**src/rtl/vai_reset_seq.sv**
```systemverilog
// Per-sub-AFU reset sequencer: block Tx, drain outstanding c0/c1 traffic (or time out),
// hold the AFU in reset for a fixed window, then release it. One independent FSM per AFU.
module vai_reset_seq #(
  parameter int NUM_SUB_AFUS   = 9,
  parameter int CNT_W          = 10,
  parameter int QUIESCE_CYCLES = 4,
  parameter int HOLD_CYCLES    = 16,
  parameter int DRAIN_TIMEOUT  = 4096
) (
  input  logic                    pClk,
  input  logic                    SoftReset_n,
  input  logic [NUM_SUB_AFUS-1:0] reset_req,
  input  logic [NUM_SUB_AFUS-1:0] tx_c0_issue,
  input  logic [NUM_SUB_AFUS-1:0] tx_c1_issue,
  input  logic [NUM_SUB_AFUS-1:0] rx_c0_rsp,
  input  logic [NUM_SUB_AFUS-1:0] rx_c1_rsp,
  output logic [NUM_SUB_AFUS-1:0] tx_block,
  output logic [NUM_SUB_AFUS-1:0] afu_reset,
  output logic [NUM_SUB_AFUS-1:0] seq_busy,
  output logic [NUM_SUB_AFUS-1:0] seq_done,
  output logic [NUM_SUB_AFUS-1:0] timeout_err,
  output logic [NUM_SUB_AFUS-1:0] count_err
);

  localparam int QW  = (QUIESCE_CYCLES > 1) ? $clog2(QUIESCE_CYCLES) : 1;
  localparam int TW  = (DRAIN_TIMEOUT  > 1) ? $clog2(DRAIN_TIMEOUT)  : 1;
  localparam int HW  = (HOLD_CYCLES    > 1) ? $clog2(HOLD_CYCLES)    : 1;
  localparam int SW  = CNT_W + 2;

  typedef enum logic [2:0] {
    IDLE    = 3'd0,
    QUIESCE = 3'd1,
    DRAIN   = 3'd2,
    HOLD    = 3'd3,
    RELEASE = 3'd4
  } seqState_t;

  genvar gi;
  generate
    for (gi = 0; gi < NUM_SUB_AFUS; gi++) begin : gAfu
      seqState_t               state;
      logic                    reqQ;
      logic                    pending;
      logic                    timeoutErr;
      logic                    countErr;
      logic [CNT_W-1:0]        cnt;
      logic [QW-1:0]           qCnt;
      logic [TW-1:0]           tmo;
      logic [HW-1:0]           hCnt;
      logic                    startEv;
      logic                    rspOn;
      logic signed [SW-1:0]    cntSum;
      logic                    underflow;
      logic                    overflow;
      logic [CNT_W-1:0]        cntNext;

      assign startEv = reset_req[gi] & ~reqQ;

      // Sign bit flags a negative result; the next bit alone flags exceeding 2^CNT_W-1.
      always_comb begin
        rspOn     = (state != HOLD) && (state != RELEASE);
        cntSum    = {2'b00, cnt}
                  + SW'(tx_c0_issue[gi]) + SW'(tx_c1_issue[gi])
                  - SW'(rx_c0_rsp[gi] & rspOn) - SW'(rx_c1_rsp[gi] & rspOn);
        underflow = cntSum[SW-1];
        overflow  = ~cntSum[SW-1] & cntSum[CNT_W];
        cntNext   = cntSum[CNT_W-1:0];
        if (underflow) begin
          cntNext = '0;
        end else if (overflow) begin
          cntNext = '1;
        end
      end

      always_ff @(posedge pClk or negedge SoftReset_n) begin
        if (!SoftReset_n) begin
          state      <= IDLE;
          reqQ       <= 1'b0;
          pending    <= 1'b0;
          timeoutErr <= 1'b0;
          countErr   <= 1'b0;
          cnt        <= '0;
          qCnt       <= '0;
          tmo        <= '0;
          hCnt       <= '0;
        end else begin
          reqQ <= reset_req[gi];
          cnt  <= cntNext;
          if (underflow || overflow) begin
            countErr <= 1'b1;
          end
          if (startEv && (state != IDLE)) begin
            pending <= 1'b1;
          end
          case (state)
            IDLE: begin
              if (startEv || pending) begin
                state   <= QUIESCE;
                qCnt    <= QW'(QUIESCE_CYCLES - 1);
                pending <= 1'b0;
              end
            end
            QUIESCE: begin
              if (qCnt == '0) begin
                state <= DRAIN;
                tmo   <= TW'(DRAIN_TIMEOUT - 1);
              end else begin
                qCnt <= qCnt - QW'(1);
              end
            end
            DRAIN: begin
              // Entering HOLD discards whatever is still counted as outstanding.
              if (cnt == '0) begin
                state <= HOLD;
                hCnt  <= HW'(HOLD_CYCLES - 1);
                cnt   <= '0;
              end else if (tmo == '0) begin
                timeoutErr <= 1'b1;
                state      <= HOLD;
                hCnt       <= HW'(HOLD_CYCLES - 1);
                cnt        <= '0;
              end else begin
                tmo <= tmo - TW'(1);
              end
            end
            HOLD: begin
              if (hCnt == '0) begin
                state <= RELEASE;
              end else begin
                hCnt <= hCnt - HW'(1);
              end
            end
            RELEASE: state <= IDLE;
            default: state <= IDLE;
          endcase
        end
      end

      assign tx_block[gi]    = (state != IDLE);
      assign seq_busy[gi]    = (state != IDLE);
      assign afu_reset[gi]   = (state == HOLD);
      assign seq_done[gi]    = (state == RELEASE);
      assign timeout_err[gi] = timeoutErr;
      assign count_err[gi]   = countErr;
    end
  endgenerate

endmodule

```
**config.mk**
```make
export PLATFORM = sky130hd
export DESIGN_NAME = vai_reset_seq
export DESIGN_NICKNAME = d
export VERILOG_FILES = /design/src/rtl/vai_reset_seq.sv
export SDC_FILE = /design/constraint.sdc
export NUM_CORES = 1
export LEC_CHECK = 0
export ABC_AREA = 1
export CORE_MARGIN = 2
export CORE_UTILIZATION = 40
export CTS_BUF_LIST = sky130_fd_sc_hd__clkbuf_16
export DETAILED_ROUTE_END_ITERATION = 10
export PLACE_DENSITY_LB_ADDON = 0.3
export REMOVE_ABC_BUFFERS = 1
export SLEW_MARGIN = 20
export SYNTH_ARGS = -nofsm -noshare
export SYNTH_HDL_FRONTEND = slang
export SYNTH_SLANG_ARGS = --single-unit
```
**constraint.sdc**
```tcl
create_clock -name pClk -period 6.1 [get_ports pClk]
set_input_delay 0.61 -clock pClk [delete_from_list [all_inputs] [get_ports pClk]]
set_output_delay 0.61 -clock pClk [all_outputs]
set_load 0.02 [all_outputs]
```
Yosys cells after proc, flatten, opt, wreduce, memory -nomap -nowiden
Index checks and enable logic that the tools add are counted.
- flip-flop bits (word level): 315
- input bits: 47
- $add $sub $neg: 63
- eq/ne operators: 126
- muxes and demuxes: 225
- bitwise operators: 63
- reduce and logical (&&, ||, !) cells: 162
- operator list (kind ; count):
    two-way mux 10 bit ; 45
    two-way mux 12 bit ; 27
    case mux 12 bit (2 select lines) ; 9
    subtractor 12 x 1 -> 12 bit ; 18
    two-way mux 3 bit ; 45
    adder 11 x 1 -> 12 bit ; 9
    logical NOT 12 bit ; 9
    two-way mux 4 bit ; 27
    != test 2 bit, second input constant ; 54
    case mux 3 bit (4 select lines) ; 9
    subtractor 12 x 1 -> 12 bit, second input constant ; 9
    adder 10 x 1 -> 11 bit ; 9
    logical NOT 10 bit ; 9
    AND reduction 3 bit ; 27
    case mux 4 bit (2 select lines) ; 9
    AND reduction 4 bit ; 18
    equality test 3 x 2 -> 1 bit, second input constant ; 18
    != test 3 bit, second input constant ; 18
    nonzero test 2 bit ; 27
    bitwise AND 1 bit ; 36
    logical NOT 4 bit ; 9
    two-way mux 2 bit ; 18
    case mux 2 bit (2 select lines) ; 9
    subtractor 4 x 1 -> 4 bit, second input constant ; 9
    12 further kinds ; 162

Logic depth before layout (Yosys ltp)
Gate-level depths: netlist (run 1).
- word-level depth: 12
- gate-level depth with buffers: 20

Worst setup path before layout (run 1)
Ideal clock, no wire load.
- kind: reg2reg
- start: register gAfu[7].state[0]
- end: register gAfu[7].cnt[3]
- setup time: 0.078 ns
- data arrival time: 3.616 ns
- slack: 2.406 ns
- stages on the path, launching flop included: 17
- buffers on the path: 0
- clock period less this slack: 3.694 ns
- cells stage by stage: dfrtp_1 -> inv_1 -> nor3_1 -> inv_1 -> o21ai_0 -> nor2_1 -> fa_1 -> ha_1 -> inv_1 -> ha_1 -> inv_1 -> fa_1 -> o21ai_0 -> nand3_1 -> nand3_1 -> nand3_1 -> a21oi_1
- cells in the longest elaborated chain, start to end: 12
- RTL lines (element ; RTL line ; text):
    start, declared ; 41 ; seqState_t state;
    start signal, assigned ; 77 ; state <= IDLE;
    start signal, assigned ; 98 ; state <= QUIESCE;
    start signal, assigned ; 105 ; state <= DRAIN;
    != test 3 x 2 -> 1 bit or != test 3 bit (tied branches) ; 61 ; rspOn = (state != HOLD) && (state != RELEASE);
    logical AND 1 bit ; 61 ;
    bitwise AND 1 bit ; 64 ; - SW'(rx_c0_rsp[gi] & rspOn) - SW'(rx_c1_rsp[gi] & rspOn);
    subtractor 12 x 1 -> 12 bit (2 in a row) ; 64 ;
    NOT 1 bit ; 66 ; overflow = ~cntSum[SW-1] & cntSum[CNT_W];
    bitwise AND 1 bit ; 66 ;
    two-way mux 10 bit ; 70 ; end else if (overflow) begin
    two-way mux 10 bit ; 68 ; if (underflow) begin
    two-way mux 10 bit ; 117 ; end else if (tmo == '0) begin
    two-way mux 10 bit ; 113 ; if (cnt == '0) begin
    two-way mux 10 bit (*) ; 95 ; case (state)
    end signal, assigned ; 88 ; cnt <= cntNext;
    end, declared ; 46 ; logic [CNT_W-1:0] cnt;
Every way passes the cells marked *; elsewhere a longest branch is shown, timed or not.
A chain may end at the register's enable or synchronous reset.

Worst setup path in the final report (run 1)
- start: register gAfu[2].state[0]
- end: register gAfu[2].cnt[9]
- cells in the longest elaborated chain, start to end: 12
- RTL lines (element ; RTL line):
    start, declared ; 41
    start signal, assigned ; 77
    start signal, assigned ; 98
    start signal, assigned ; 105
    != test 3 x 2 -> 1 bit or != test 3 bit (tied branches) ; 61
    logical AND 1 bit ; 61
    bitwise AND 1 bit ; 64
    subtractor 12 x 1 -> 12 bit (2 in a row) ; 64
    NOT 1 bit ; 66
    bitwise AND 1 bit ; 66
    two-way mux 10 bit ; 70
    two-way mux 10 bit ; 68
    two-way mux 10 bit ; 117
    two-way mux 10 bit ; 113
    two-way mux 10 bit (*) ; 95
    end signal, assigned ; 88
    end, declared ; 46
Marks and branches as above.

==> results.md, run 1 <==
* Lkg Pwr at 12.8 nW
* Worst slew pin tran at 0.865 ns
* Max-cap violations at 0
* CP endpoint kind: flop
* Initial Util at 40.4%
* Ys async rst share at 100%
* Drt via density at 4.62
* Cell taking the most area after synthesis: dfrtp_1
* # nets final at 3246
* RSZ-0062 raised after global routing: false
* CTS tree: built
* Clock transition at the registers of the reported paths at 0.06 ns
* Initial antenna violation count at 0
* Synth cell count leaders: 714 x nand2_1, 558 x inv_1, 323 x nor2_1
* Antenna Cells at 0
* Row cnt at 84
* Main synth FF type: dfrtp_1
* Die span in x at 234 um
* Top-count cell post-synth: nand2_1
* # resized after CTS at 0
* Gpl congestion at 0.818
* Core area at 0.0526 mm2
* Post-Syn Instances at 2912
* CP arrival at 4.28 ns
* Sequential fraction of the synthesis area at 37.1%
* Fin util at 45.7%
* Slew headroom at 42.3%
* DR WL/cell at 10.8 um
* Share of cells above drive strength 1 at 3.42%
* Starting DRT DRC Count at 721
* PnR worst setup slack at 2.28 ns
* Antenna-violating nets left at 0
* Final min period at 3.82 ns
* Synthesized flop and latch total at 315
* Post-CTS setup buffers at 0
* Post-route DRC at 0
* Area Growth Syn to Fin at 13.1%
* Clk Latency, worst-skew pair at 0.56 ns
* Max Root-Sink Buffers at 3
* IO Count at 101
* H-tree Lvls at 2
* Worst IR Drop VDD at 0.308 mV
* Fin. Hold Viols at 0
* WL final at 40200 um
* First-pass GRT wire length at 72900 um
* Clk root buf: clkbuf_16
* TNS Setup at 0 ns
* CTS Buf Count at 40
* Hold Path Class: in2async
* Die Y at 234 um
* Synthesized cell area at 0.0212 mm2
* Post-Layout Cell Count at 3727
* Crit path max fanout at 7
* DR pass1 iterations at 5
* PortBufs at 100
* Vias in the first global route at 16700
* Post-place setup slack at 2.21 ns
* Synth Area per Inst at 7.29 um2
* Critical path class: reg2reg
* Worst EP required at 6.57 ns
* Startpoint Class: flop
* Die area at 0.0549 mm2
* Outcome: complete, no violations
* Max Slew Vio Count at 0
* Setup Viol. Count Final at 0
* Synth Warn # at 0
* Post-synth top area share at 37.1%
* P per Cell Area at 605 mW/mm2
* Tcrit/Tclk final at 62.6%
* Peak Freq at 262 MHz
* Largest net degree at the start of global routing at 148
* Remaining Overflow, GRT at 0
* Placed Cells incl. Taps at 3656
* Cts hold-fix bufs at 0
* Tot GR Track Use at 15.4%
* Clk sinks at 315
* FF-to-FF path depth at 16
* Post-synth EDFFs at 0
* Ranking of synthesized cells by area: dfrtp_1 37%, nand2_1 13%, inv_1 9.9%
* Dpl hpwl at 29100 um
* Synth unique cells at 41
* Clock Skews at 0.0203 ns
* Via count at 17200
==> path summary, 6_finish.rpt <==
check / start / to / slack [ns]
worst min register to register: gAfu[2].countErr / gAfu[2].countErr / 0.47
worst max-delay path: gAfu[2].state[0] / gAfu[2].cnt[9] / 2.28
max in group asynchronous: SoftReset_n / gAfu[3].cnt[9] / 4.73
worst max register to register: gAfu[2].state[0] / gAfu[2].cnt[9] / 2.28
min in group pClk: gAfu[2].countErr / gAfu[2].countErr / 0.47
worst min-delay path: SoftReset_n / gAfu[4].cnt[4] / 0.06
==> kinds of logic after synthesis <==
logic type	after synthesis	share of synthesized area, %
DFF	315	37.1
xor gates and xnor gates	89	3.67
buffers and inverters	608	11.4
adders and majority gates	189	12.1
AOI/OAI and AO/OA	376	9.66
and+or+nand+nor	1335	26.1
==> sequential cells by signal, indices dropped and copies added (netlist names) <==
signal	flops
gAfu.reqQ	9
gAfu.qCnt	18
gAfu.timeoutErr	9
gAfu.countErr	9
gAfu.state	27
gAfu.hCnt	36
gAfu.cnt	90
gAfu.tmo	108
gAfu.pending	9
==> layout make-up <==
class                   count  area (um2)
clock buffers              41        1030
clock inverters            30         165
fillers                  5230       28500
inverters                 560        2100
multi-input cells        1989       10900
flip-flops and latches    315        7880
well taps                 688         861
repair buffers            104        1050
==> power by group <==
part | switching (mW) | internal (mW) | total, mW
clock network | 0.928 | 1.25 | 2.18
registers | 0.705 | 3.13 | 3.84
logic | 5.31 | 3.20 | 8.51
total | 6.94 | 7.59 | 14.5
==> per-layer routing <==
metal | wire length (um) | vias up | GRT usage (%)
li1 | - | 9272 | -
met3 | 1170 | 53 | 2.15
met1 | 20100 | 7717 | 20.6
met4 | 791 | 0 | 4.62
met2 | 18100 | 160 | 25.9
met5 | 0 | - | 0
==> per-stage QoR <==
step	power, mW	hold slack [ns]	area [um2]
2_1_floorplan	10.5	0.314	20900
3_3_place_gp	12.3	0.466	22800
3_5_place_dp	12.4	0.463	22800
4_1_cts	14.7	0.104	24000
5_1_grt	16.4	0.122	24000
6_report	14.5	0.0576	24000
==> layout by cell type, fill, tap and decap left out, drive strengths merged, types with 6 or more instances in the layout <==
cell	Yosys	layout
o21ai	206	206
fa	27	27
clkinv	0	15
ha	162	162
clkbuf	3	41
nand2	716	716
a31o	6	6
a21oi	121	121
nor3	50	50
inv	560	571
xnor2	26	26
xor2	63	63
nand4	22	22
o21a	8	8
nand3b	8	8
o21bai	17	17
or2	20	20
dfrtp	315	315
clkdlybuf4s50	0	99
nand3	178	178
a22oi	9	9
nor3b	11	11
nor2	327	327
==> critical path: stages (launching register included) <==
cell and delay (ns):
dfrtp_1 0.36, inv_1 0.07, nor3_1 0.35, inv_1 0.15, o21ai_0 0.14, nor2_1 0.10
fa_1 0.40, ha_1 0.28, inv_1 0.06, ha_1 0.15, inv_1 0.06, fa_1 0.43
o21ai_0 0.37, nand3_1 0.18, nand3_1 0.18, nand3_1 0.25, a21oi_1 0.20
Power figures use the tool's default switching activity.
==> run 2, diff against run 1 <==
==> constraint.sdc (replaced) <==
create_clock -name pClk -period 3.26 [get_ports pClk]
set_input_delay 0.326 -clock pClk [delete_from_list [all_inputs] [get_ports pClk]]
set_output_delay 0.326 -clock pClk [all_outputs]
set_load 0.02 [all_outputs]
==> run 2 against run 1 <==
  * Clock skew rose by 0.0033 ns
  * Wire length rose by 3.3%
  * Sequential share of layout area fell by 1.5 points
  * Register-to-register slack lost 2.1 ns
  * Critical path type unchanged
  * Largest power group unchanged
==> results.md, run 2 (synthesis gave the netlist of run 1 again) <==
* Outcome: complete, no violations
* WL final at 41500 um
* Die area at 0.0549 mm2
* Multi-input logic area at 0.0113 mm2
* Lkg Pwr at 13.4 nW
* Die span in x at 234 um
* H-tree Lvls at 2
* Fin util at 47.9%
* Critical path class: reg2reg
* # nets final at 3348
* Drt via density at 4.58
* Core area at 0.0526 mm2
* Initial Util at 40.4%
* Share of cells above drive strength 1 at 9.14%
* Clk sinks at 315
* Clock Skews at 0.0235 ns
* PortBufs at 100
* Reg2reg start: gAfu[6].state[0]
* Area Growth Syn to Fin at 18.5%
* Largest net degree at the start of global routing at 83
* FF-to-FF setup slack at 0.16 ns
* Clk root buf: clkbuf_16
* Largest reg by FF count: gAfu.tmo
* Startpoint Class: flop
* Slew headroom at 53.9%
* CTS tree: built
* Register area at 0.00788 mm2
* Final min period at 3.10 ns
* Initial antenna violation count at 0
* Starting DRT DRC Count at 781
* Worst setup endpoint: gAfu[6].cnt[5]
* Worst slew pin tran at 0.692 ns
* DR pass1 iterations at 5
* Critical R2R Capture: gAfu[6].cnt[5]
* Remaining Overflow, GRT at 0
* Worst EP required at 3.75 ns
* DR WL/cell at 10.8 um
* P per Cell Area at 1150 mW/mm2
* Clk Latency, worst-skew pair at 0.57 ns
* Most frequent cells in the layout: 699 x nand2_1, 562 x inv_1, 323 x nor2_1, 315 x dfrtp_1, 171 x o21ai_0
* First-pass GRT wire length at 73100 um
* Gpl congestion at 0.832
* FF-to-FF path depth at 17
* Tot GR Track Use at 15.5%
* Worst IR Drop VDD at 0.652 mV
* Post-route DRC at 0
* CP arrival at 3.59 ns
* Max reg flops at 108
* IO Count at 101
* Max-cap violations at 0
* Antenna Cells at 0
* CP startpoint: gAfu[6].state[0]
* Biggest regs: gAfu.tmo: 108 flops, gAfu.cnt: 90 flops, gAfu.hCnt: 36 flops
* Crit path max fanout at 7
* Dpl hpwl at 30200 um
* TNS Setup at 0 ns
* Via count at 17600
* Placed cell areas at 0.0235 mm2
* Fin. Hold Viols at 0
* CP endpoint kind: flop
* Clock transition at the registers of the reported paths at 0.06 ns
* Tcrit/Tclk final at 95.0%
* Final design area excluding fillers at 0.0252 mm2
* Hold Path Class: in2reg
* Antenna-violating nets left at 0
* Vias in the first global route at 16800
* Peak Freq at 323 MHz
* Most common cell after layout, fill and taps aside: nand2_1
* Setup Viol. Count Final at 0
* Fin Hold WS at 0.219 ns
* Row cnt at 84
* Max Root-Sink Buffers at 3
* Post-place setup slack at -0.191 ns
* Filler instances at 5204
* Max Slew Vio Count at 0
* PnR worst setup slack at 0.162 ns
* CTS Buf Count at 40
* Die Y at 234 um
-- run 2: cell types whose count changed in the layout (fill, tap and decap cells not counted), sizes merged --
cell	change
buf	+101
clkinv	+4
clkinvlp	-2
clkbuf	-1
dlygate4sd3	+1
inv	-1
-- run 2: timing repair --
action                                 4_1_cts  5_1_grt
pin swaps                                    0       20
setup buffers                                0       11
setup endpoints to repair                   68       98
gates resized for setup                     23       94
hold buffers                                 1        0
endpoints found under the hold margin       71        0
gates cloned                                 0        0
-- run 2: worst min-delay path by stage --
stage	start	endpoint	slack [ns]	cells after the start
after CTS	reset_req[3]	gAfu[3].reqQ	0.18	1
after floorplan	SoftReset_n	gAfu[0].cnt[0]	0.03	0
after global routing	reset_req[6]	gAfu[6].reqQ	0.21	1
after global placement	SoftReset_n	gAfu[4].countErr	0.39	1
final	reset_req[3]	gAfu[3].reqQ	0.22	1
after detailed placement	SoftReset_n	gAfu[4].countErr	0.40	1
-- run 2: critical path, cell delays in order, from the launching register on --
cell and delay (ns):
dfrtp_1 0.34, inv_1 0.08, nor3_2 0.21, inv_1 0.09, o21ai_2 0.07, nor2_1 0.07, fa_1 0.39, ha_1 0.27
inv_1 0.06, ha_2 0.18, inv_1 0.05, fa_1 0.38, o21ai_1 0.21, nand3_2 0.13, nand3_2 0.10, nand3_1 0.07
buf_4 0.17, a21oi_1 0.12
-- run 2: per-stage QoR --
| stage | total power, mW | std cells |
|---|---|---|
| after detailed placement | 24.0 | 3746 |
| final | 28.9 | 3829 |
| after CTS | 28.4 | 3818 |
| after global placement | 23.8 | 3746 |
| after floorplan | 19.6 | 2864 |
| after global routing | 32.4 | 3829 |
-- run 2: report_power, final --
group / internal [mW] / switching (mW) / total, mW
Sequential: 5.86 / 1.30 / 7.16
Clock: 2.31 / 1.75 / 4.05
Combinational: 7.03 / 10.6 / 17.6
-- run 2: area by class of cell --
cell class | instances | share of cell area, %
clock buffer | 40 | 3.98
clock inverter | 31 | 0.721
inverter | 560 | 8.35
multi-input combinational | 1989 | 44.9
sequential | 315 | 31.3
tap | 688 | 3.42
timing repair buffer | 206 | 7.35
-- run 2: layer usage --
layer | vias up | wire length (um) | track usage, %
li1 | 9459 | - | -
met1 | 7884 | 20200 | 20.2
met2 | 149 | 19200 | 26.4
met3 | 61 | 1220 | 2.38
met4 | 0 | 920 | 4.83
met5 | - | 0 | 0
